**config.mk**
```make
export PLATFORM = sky130hd
export DESIGN_NAME = id_ex_stage
export DESIGN_NICKNAME = d
export VERILOG_FILES = /design/src/rtl/core_pkg.sv /design/src/rtl/load_use_detect.sv /design/src/rtl/id_ex_stage.sv
export SDC_FILE = /design/constraint.sdc
export NUM_CORES = 1
export LEC_CHECK = 0
export CORE_MARGIN = 4
export CORE_UTILIZATION = 37
export DETAILED_ROUTE_END_ITERATION = 10
export PLACE_DENSITY = 0.77
export RECOVER_POWER = 25
export SLEW_MARGIN = 20
export SYNTH_ARGS = -nofsm -noshare
export SYNTH_HDL_FRONTEND = slang
export SYNTH_SLANG_ARGS = --single-unit
```
**constraint.sdc**
```tcl
create_clock -name clk_i -period 1.9 [get_ports clk_i]
set_clock_uncertainty 0.05 [all_clocks]
set_input_delay 0.38 -clock clk_i [delete_from_list [all_inputs] [get_ports clk_i]]
set_output_delay 0.38 -clock clk_i [all_outputs]
set_load 0.01 [all_outputs]
```
**src/rtl/core_pkg.sv**
```systemverilog
// Shared core constants and types: datapath widths, ALU op classes and the
// per-instruction control bundle carried down the pipeline.
package core_pkg;

  localparam int XLEN   = 32;
  localparam int REG_AW = 5;

  typedef enum logic [1:0] {
    ALU_ADD   = 2'd0,
    ALU_SUB   = 2'd1,
    ALU_RTYPE = 2'd2,
    ALU_ITYPE = 2'd3
  } aluop_e;

  typedef struct packed {
    logic   aluSrc;
    logic   regWrite;
    logic   memRead;
    logic   memWrite;
    logic   memtoReg;
    aluop_e aluOp;
  } ctrl_t;

  localparam ctrl_t BUBBLE_CTRL = '0;

  // A bubble kills every side effect but leaves the operand-shaping bits
  // alone, so they do not toggle through the EX datapath.
  function automatic ctrl_t bubbleCtrl(input ctrl_t c);
    ctrl_t r;
    r          = c;
    r.regWrite = BUBBLE_CTRL.regWrite;
    r.memRead  = BUBBLE_CTRL.memRead;
    r.memWrite = BUBBLE_CTRL.memWrite;
    r.memtoReg = BUBBLE_CTRL.memtoReg;
    return r;
  endfunction

endpackage

```
**src/rtl/load_use_detect.sv**
```systemverilog
// Load-use hazard detect: a load in EX whose destination is read by the
// instruction in ID. x0 and unused source operands never match.
module load_use_detect #(
  parameter int AW = 5
) (
  input  logic          exMemRead,
  input  logic          exValid,
  input  logic [AW-1:0] exRd,
  input  logic          idValid,
  input  logic [AW-1:0] idRs1,
  input  logic [AW-1:0] idRs2,
  input  logic          idRs1Use,
  input  logic          idRs2Use,
  output logic          hz
);

  logic rs1Hit, rs2Hit;

  assign rs1Hit = idRs1Use && (idRs1 == exRd);
  assign rs2Hit = idRs2Use && (idRs2 == exRd);
  assign hz     = exMemRead && exValid && (exRd != '0) && idValid && (rs1Hit || rs2Hit);

endmodule

```
**src/rtl/id_ex_stage.sv**
```systemverilog
// ID/EX pipeline register with load-use bubble insertion, flush and memory
// stall freeze. Optional bubble counter under `ID_EX_BUBBLE_CNT_EN.
module id_ex_stage #(
  parameter int XLEN   = core_pkg::XLEN,
  parameter int REG_AW = core_pkg::REG_AW
) (
  input  logic              clk_i,
  input  logic              rst_i,
  input  logic              valid_ID_i,
  input  logic [REG_AW-1:0] RS1addr_ID_i,
  input  logic [REG_AW-1:0] RS2addr_ID_i,
  input  logic [REG_AW-1:0] RDaddr_ID_i,
  input  logic              RS1use_ID_i,
  input  logic              RS2use_ID_i,
  input  logic [XLEN-1:0]   RS1data_ID_i,
  input  logic [XLEN-1:0]   RS2data_ID_i,
  input  logic [XLEN-1:0]   Imm_ID_i,
  input  logic [XLEN-1:0]   PC_ID_i,
  input  logic [9:0]        funct_ID_i,
  input  logic [1:0]        ALUOp_ID_i,
  input  logic              ALUSrc_ID_i,
  input  logic              RegWrite_ID_i,
  input  logic              MemRead_ID_i,
  input  logic              MemWrite_ID_i,
  input  logic              MemtoReg_ID_i,
  input  logic              Flush_i,
  input  logic              MemStall_i,
  output logic              valid_EX_o,
  output logic [REG_AW-1:0] RS1addr_EX_o,
  output logic [REG_AW-1:0] RS2addr_EX_o,
  output logic [REG_AW-1:0] RDaddr_EX_o,
  output logic              RS1use_EX_o,
  output logic              RS2use_EX_o,
  output logic [XLEN-1:0]   RS1data_EX_o,
  output logic [XLEN-1:0]   RS2data_EX_o,
  output logic [XLEN-1:0]   Imm_EX_o,
  output logic [XLEN-1:0]   PC_EX_o,
  output logic [9:0]        funct_EX_o,
  output logic [1:0]        ALUOp_EX_o,
  output logic              ALUSrc_EX_o,
  output logic              RegWrite_EX_o,
  output logic              MemRead_EX_o,
  output logic              MemWrite_EX_o,
  output logic              MemtoReg_EX_o,
  output logic              Stall_o,
  output logic              NoOp_o
`ifdef ID_EX_BUBBLE_CNT_EN
  ,
  output logic [31:0]       BubbleCnt_o
`endif
);

  import core_pkg::*;

  ctrl_t ctrlId, ctrlEx;
  logic  hz, bubble;

  assign ctrlId = '{aluSrc:   ALUSrc_ID_i,
                    regWrite: RegWrite_ID_i,
                    memRead:  MemRead_ID_i,
                    memWrite: MemWrite_ID_i,
                    memtoReg: MemtoReg_ID_i,
                    aluOp:    aluop_e'(ALUOp_ID_i)};

  load_use_detect #(.AW(REG_AW)) uHz (
    .exMemRead (ctrlEx.memRead),
    .exValid   (valid_EX_o),
    .exRd      (RDaddr_EX_o),
    .idValid   (valid_ID_i),
    .idRs1     (RS1addr_ID_i),
    .idRs2     (RS2addr_ID_i),
    .idRs1Use  (RS1use_ID_i),
    .idRs2Use  (RS2use_ID_i),
    .hz        (hz)
  );

  // Flush wins over hz but both give the same single bubble; Stall_o still
  // follows hz since the fetch redirect makes the IF/ID hold irrelevant.
  assign bubble  = Flush_i || hz;
  assign Stall_o = hz && !MemStall_i;
  assign NoOp_o  = rst_i && !MemStall_i && bubble;

  always_ff @(posedge clk_i or negedge rst_i) begin
    if (!rst_i) begin
      valid_EX_o   <= 1'b0;
      RS1addr_EX_o <= '0;
      RS2addr_EX_o <= '0;
      RDaddr_EX_o  <= '0;
      RS1use_EX_o  <= 1'b0;
      RS2use_EX_o  <= 1'b0;
      RS1data_EX_o <= '0;
      RS2data_EX_o <= '0;
      Imm_EX_o     <= '0;
      PC_EX_o      <= '0;
      funct_EX_o   <= '0;
      ctrlEx       <= BUBBLE_CTRL;
    end else if (!MemStall_i) begin
      if (bubble) begin
        valid_EX_o <= 1'b0;
        ctrlEx     <= bubbleCtrl(ctrlEx);
      end else begin
        valid_EX_o   <= valid_ID_i;
        RS1addr_EX_o <= RS1addr_ID_i;
        RS2addr_EX_o <= RS2addr_ID_i;
        RDaddr_EX_o  <= RDaddr_ID_i;
        RS1use_EX_o  <= RS1use_ID_i;
        RS2use_EX_o  <= RS2use_ID_i;
        RS1data_EX_o <= RS1data_ID_i;
        RS2data_EX_o <= RS2data_ID_i;
        Imm_EX_o     <= Imm_ID_i;
        PC_EX_o      <= PC_ID_i;
        funct_EX_o   <= funct_ID_i;
        ctrlEx       <= ctrlId;
      end
    end
  end

  assign ALUOp_EX_o    = ctrlEx.aluOp;
  assign ALUSrc_EX_o   = ctrlEx.aluSrc;
  assign RegWrite_EX_o = ctrlEx.regWrite;
  assign MemRead_EX_o  = ctrlEx.memRead;
  assign MemWrite_EX_o = ctrlEx.memWrite;
  assign MemtoReg_EX_o = ctrlEx.memtoReg;

`ifdef ID_EX_BUBBLE_CNT_EN
  logic [31:0] bubbleCnt;

  always_ff @(posedge clk_i or negedge rst_i) begin
    if (!rst_i)
      bubbleCnt <= '0;
    else if (NoOp_o && (bubbleCnt != '1))
      bubbleCnt <= bubbleCnt + 32'd1;
  end

  assign BubbleCnt_o = bubbleCnt;
`endif

endmodule

```
==> impl_metrics.yaml, run 1 <==
power:
  peakVddDrop_mv: 0.7229
  pwr-share-seq_pct: 39.7
  p_sw_share_pct: 26.24
  clkPwrFrac_pct: 32.3
  leakage_nw: 5.264
  power_density_nw_per_um2: 906.2
  combPwrFrac_pct: 28.0
  power.internal_mw: 8.010
  switching_power_mw: 2.850
synthesis:
  ys.flop_type: "dfrtp_1"
  syn_area_um2: 6790
  synth_nets: 540
  synth-warning-count: 0
  ys_seq_area_share_pct: 60.07
  synth_edf_count: 0
  ys_types: 21
  async_flop_share_pct: 100.0
  synth_seq_cells: 163
  synth_cells: 373
  avgSynthCellArea_um2: 18.20
global_route:
  grt_max_degree: 164
  top_usage_layer: "met2"
  grt_overflow: 0
  grtUsageTotal_pct: 19.76
  use_met2_pct: 34.75
  grt_first_pass_wirelength_um: 31030
  gr-usage-met1_pct: 21.85
  met3_usage_pct: 7.421
  grt_pass1_vias: 5469
  antenna_found_initial: 1
placed_design:
  gp_congestion: 0.8659
  place_hpwl_um: 14440
  placed_cell_area_um2: 10500
  io_buffers: 331
  place_ws_ns: -0.7553
floorplan:
  rows: 49
  core-area_um2: 18020
  dieArea_um2: 20580
  die-height_um: 143.5
  die_w_um: 143.5
  top_level_ports: 332
  start_util_pct: 37.67
sta:
  finalSetupViolCount: 161
  rsz0062_at_grt: "yes"
  finalWorstSetupSlack_ns: -0.4938
  slew_headroom_pct: 1.666
  slew_viol_final: 0
  max_freq_mhz: 417.8
  worstMarginPinSlew_ns: 1.475
  period_share_pct: 126.0
  hold_viol: 0
  min_period_ns: 2.394
layout:
  seq_area_um2: 4084
  final_common_cell: "clkdlybuf4s50_1"
  fillCellCount: 1236
  drive_above_1_share_pct: 35.74
  diodes: 0
  final_cell_mix: "323 x clkdlybuf4s50_1, 159 x dfrtp_1, 116 x mux2_4"
  final_cell_area_um2: 11980
  nets: 943
  area_growth_pct: 76.49
  multiInputGateArea_um2: 2555
setup_path:
  worst-setup-path-type: "flip-flop to output pin"
  crit_required_ns: 1.47
  crit_fanout: 4
  rrSetupSlack_ns: -0.42
  crit_path_end_kind: "output pin"
  start_kind: "flip-flop"
  reg2reg_depth: 9
  r2r-end: "PC_EX_o[4]$_DFFE_PN0P_"
  arrival_ns: 1.96
  r2r_start: "RDaddr_EX_o[3]$_DFFE_PN0P_"
clock_network:
  htreeDepth: 4
  cts_max_path_buffers: 2
  clk_pin_slew_ns: 0.07
  ctsHoldBuffers: 0
  clockRootBuffer: "clkbuf_16"
  insertion_delay_ns: 0.41
  cts_buffers: 17
  cts_tree: "built"
  clock_sinks: 163
routing:
  routed_wl_um: 21000
  avgViaCountPerCell: 4.676
  routedWlPerCell_um: 20.63
  firstDrtPassIters: 6
  vias: 4760
  drc: 0
  drt_first_iter_violations: 131
  antenna_left: 0
min_path:
  worstHoldStart: "RS1addr_ID_i[0]"
  whs_endpoint: "RS1addr_EX_o[0]$_DFFE_PN0P_"
  min_path_cells: 2
  hold_class: "input port to flip-flop"
run_status:
  violations: "negative setup slack"
  status: "finished with violations"
run:
  drv_cap: 0
power by group through the flow:
stage	logic [mW]	registers (mW)	clock network [mW]
2_1_floorplan	0.874	4.55	0
3_3_place_gp	2.77	4.33	0
3_5_place_dp	2.81	4.36	0
4_1_cts	3.02	4.30	3.59
5_1_grt	3.20	4.37	3.73
6_report	3.04	4.31	3.51
metrics by stage:
stage,instances,setup TNS (ns),hold slack [ns],util (%),power (mW)
CTS,1016,-40.11,0.1519,65.72,10.91
global placement,950,-81.42,0.4351,58.25,7.098
detailed placement,950,-84.71,0.4433,58.25,7.163
finish,1018,-49.96,0.2905,66.49,10.86
global route,1018,-62.48,0.2881,66.49,11.31
floorplan,373,0,0.03441,-,5.428
registers in the layout, indices dropped and copies added, names as in the netlist, 2 cells and up:
register	flops
RS1data_EX_o	32
ALUOp_EX_o	2
RS1addr_EX_o	5
RS2addr_EX_o	5
Imm_EX_o	32
funct_EX_o	10
RDaddr_EX_o	5
RS2data_EX_o	32
PC_EX_o	32
critical path, cell delays in order, from the launching register on:
cell	delay, ns
dfrtp_2	0.47
xnor2_2	0.16
nand4_1	0.22
o22ai_4	0.22
a21oi_2	0.10
nor3b_2	0.22
buf_2	0.17
synth_stat cells, types with 2 or more instances:
library cell / n / area [µm²]
a22o_1: 4 / 35.03
nand2_1: 3 / 11.26
buf_12: 10 / 200.2
nor2_1: 3 / 11.26
dfrtp_1: 163 / 4079
nor2b_1: 4 / 25.02
mux2_2: 48 / 540.5
mux2_4: 110 / 1652
nand4_1: 2 / 12.51
buf_2: 3 / 15.01
buf_6: 3 / 33.78
xnor2_1: 10 / 87.58
a21oi_1: 2 / 10.01
area by class of cell:
| cell class | instances | area share, % |
|---|---|---|
| clock buffers | 17 | 3.550 |
| flip-flops and latches | 163 | 34.08 |
| clock inverters | 15 | 1.420 |
| multi-input cells | 192 | 21.32 |
| well taps | 229 | 2.391 |
| repair buffers | 402 | 37.24 |
cells by family after synthesis:
family	synth area share [%]
flops	60.07
mux	32.28
buf+inv	3.943
simple gates	1.142
xor+xnor	1.290
compound gates	1.271
how the worst max path moves through the flow:
stage	to	start	slack [ns]	depth (start not counted)
floorplan	NoOp_o	RDaddr_EX_o[0]$_DFFE_PN0P_	0.002	5
global placement	NoOp_o	RS1addr_ID_i[1]	-0.74	7
detailed placement	NoOp_o	RS1addr_ID_i[3]	-0.76	7
CTS	NoOp_o	RDaddr_EX_o[4]$_DFFE_PN0P_	-0.35	6
global route	NoOp_o	RDaddr_EX_o[4]$_DFFE_PN0P_	-0.65	6
finish	NoOp_o	RDaddr_EX_o[0]$_DFFE_PN0P_	-0.49	6
per-layer routing:
layer / vias up / part of all wire, %
li1: 2132 / -
met3: 44 / 7.8
met1: 2365 / 37
met2: 217 / 52
met4: 2 / 3.1
met5: - / 0.062
what timing repair did:
| item | CTS | global route |
|---|---|---|
| pin swaps | 14 | 10 |
| cloned | 14 | 1 |
| setup buffers | 20 | 4 |
| resized for setup | 50 | 36 |
| endpoints found under the setup margin | 163 | 163 |
Power figures use the tool's default switching activity.
==> run 2: changes to the inputs <==
--- a/constraint.sdc
+++ b/constraint.sdc
@@ -3,3 +3,3 @@
 set_input_delay 0.38 -clock clk_i [delete_from_list [all_inputs] [get_ports clk_i]]
 set_output_delay 0.38 -clock clk_i [all_outputs]
-set_load 0.01 [all_outputs]
+set_load 0.02 [all_outputs]
==> run 2 against run 1 <==
Effect of this change:
- first-iteration DRC count is 19% lower
- sequential power hardly changed
- highest routed layer unchanged
- the run still ends with negative setup slack left
- flip-flop and latch count stayed put
- critical endpoint is now Imm_EX_o[28]$_DFFE_PN0P_
- clock power is 6.3% lower
- combinational power is 12% higher
- power is 1.1% higher
- largest power group unchanged
- maximum frequency is 4.3% higher
- via count is 2.0% lower
- die area stayed put
- cell count is 1.4% lower
- critical path depth is 3 higher
==> impl_metrics.yaml, run 2 (synthesis results as in run 1) <==
sta:
  finalWorstSetupSlack_ns: -0.3958
  setup_tns_ns: -52.80
  slew_headroom_pct: 3.454
  period_share_pct: 120.8
  slew_viol_final: 0
  worstMarginPinSlew_ns: 1.448
  finalSetupViolCount: 160
  hold_viol: 0
  min_period_ns: 2.296
  rsz0062_at_grt: "yes"
  max_freq_mhz: 435.6
clock_network:
  clk_pin_slew_ns: 0.07
  cts_tree: "built"
  insertion_delay_ns: 0.42
  ctsHoldBuffers: 0
  cts_buffers: 17
  clockRootBuffer: "clkbuf_16"
  htreeDepth: 4
  clock_sinks: 163
  cts_max_path_buffers: 2
layout:
  final_cell_mix: "306 x clkdlybuf4s50_1, 158 x dfrtp_1, 148 x mux2_4"
  area_growth_pct: 72.80
  final_common_cell: "clkdlybuf4s50_1"
  nets: 929
  drive_above_1_share_pct: 34.58
  diodes: 0
  final_cell_area_um2: 11730
setup_path:
  crit_path_end_kind: "flip-flop"
  start_kind: "flip-flop"
  worst-setup-path-type: "flip-flop to flip-flop"
  crit_required_ns: 2.15
  crit_fanout: 8
  arrival_ns: 2.55
placed_design:
  place_hpwl_um: 14160
  io_buffers: 331
  gp_congestion: 0.8317
  placed_cell_area_um2: 10550
routing:
  drt_first_iter_violations: 106
  firstDrtPassIters: 4
  routedWlPerCell_um: 20.08
  avgViaCountPerCell: 4.644
  routed_wl_um: 20160
  vias: 4663
  antenna_left: 0
  drc: 0
floorplan:
  core-area_um2: 18020
  die_w_um: 143.5
  die-height_um: 143.5
  rows: 49
  start_util_pct: 37.67
  top_level_ports: 332
  dieArea_um2: 20580
global_route:
  grt_max_degree: 164
  grt_first_pass_wirelength_um: 29520
  grt_overflow: 0
  grt_pass1_vias: 5349
  antenna_found_initial: 1
  grtUsageTotal_pct: 18.69
run:
  drv_cap: 0
power:
  power_density_nw_per_um2: 935.8
  peakVddDrop_mv: 0.7753
  leakage_nw: 5.294
run_status:
  status: "finished with violations"
  violations: "negative setup slack"
min_path:
  hold_class: "input port to flip-flop"
## run 2: changes by cell type in the layout (fill, tap and decap cells not counted), sizes merged, moves of 2 or more
| cell | previous run | this run |
|---|---|---|
| clkinv | 3 | 5 |
| dlygate4sd2 | 2 | 7 |
| clkdlybuf4s50 | 323 | 306 |
| dlymetal6s2s | 3 | 14 |
| bufinv | 2 | 0 |
| buf | 67 | 54 |
| inv | 9 | 6 |
| bufbuf | 5 | 0 |
| clkbuf | 19 | 26 |
## run 2: through the flow
stage	power [mW]	cells	worst slack (ns)	util (%)	hold slack (ns)
after floorplan	5.827	373	0.009497	-	0.03441
after global placement	7.489	959	-0.7989	58.52	0.4348
after detailed placement	7.559	959	-0.8334	58.52	0.4416
after CTS	11.00	999	-0.3912	63.20	0.1363
after global routing	11.45	1004	-0.5065	65.10	0.3624
final	10.98	1004	-0.3958	65.10	0.3828
## run 2: final timing paths
path / slack [ns] / depth (start not counted) / endpoint / start
setup / recovery: -0.40 / 9 / Imm_EX_o[28]$_DFFE_PN0P_ / RDaddr_EX_o[4]$_DFFE_PN0P_
hold / removal: 0.38 / 2 / RS1addr_EX_o[4]$_DFFE_PN0P_ / RS1addr_ID_i[4]
setup reg to reg: -0.40 / 9 / Imm_EX_o[28]$_DFFE_PN0P_ / RDaddr_EX_o[4]$_DFFE_PN0P_
hold reg to reg: 0.46 / 1 / Imm_EX_o[3]$_DFFE_PN0P_ / Imm_EX_o[3]$_DFFE_PN0P_
max in group asynchronous: 0.37 / 2 / RDaddr_EX_o[3]$_DFFE_PN0P_ / rst_i
min in group asynchronous: 0.47 / 2 / Imm_EX_o[9]$_DFFE_PN0P_ / rst_i
## run 2: layer usage
layer	vias up	track usage [%]	part of all wire [%]	routed length, µm
li1	2098	-	-	-
met1	2311	21.04	38	7588
met2	208	33.13	51	10360
met3	44	5.990	7.7	1543
met4	2	6.987	3.2	654
met5	-	0	0.064	13
## run 2: power by group
part           internal [mW]  switching [mW]  total (mW)  leakage (nW)
registers               3.98           0.324        4.31          1.91
clock network           1.79            1.50        3.29         0.276
logic                   2.01            1.38        3.39          3.10
## run 2: final cells by class
class	count	area [µm²]
well taps	229	286.5
fillers	1294	6291
clock buffers	19	452.9
flip-flops and latches	163	4085
repair buffers	388	4141
multi-input cells	192	2653
clock inverters	13	115.1
## run 2: critical path, cell delays in order (launching register included)
cell	delay [ns]
dfrtp_2	0.46
buf_4	0.16
nor3_2	0.19
a21oi_2	0.13
buf_4	0.16
a21boi_4	0.23
buf_12	0.16
clkbuf_16	0.16
clkbuf_16	0.16
mux2_4	0.30
## run 2: timing repair
item                       CTS  global route
setup endpoints to repair  167           174
gates resized for setup     62            73
pin swaps                   12             2
setup buffers                6             3
cloned                       2             5
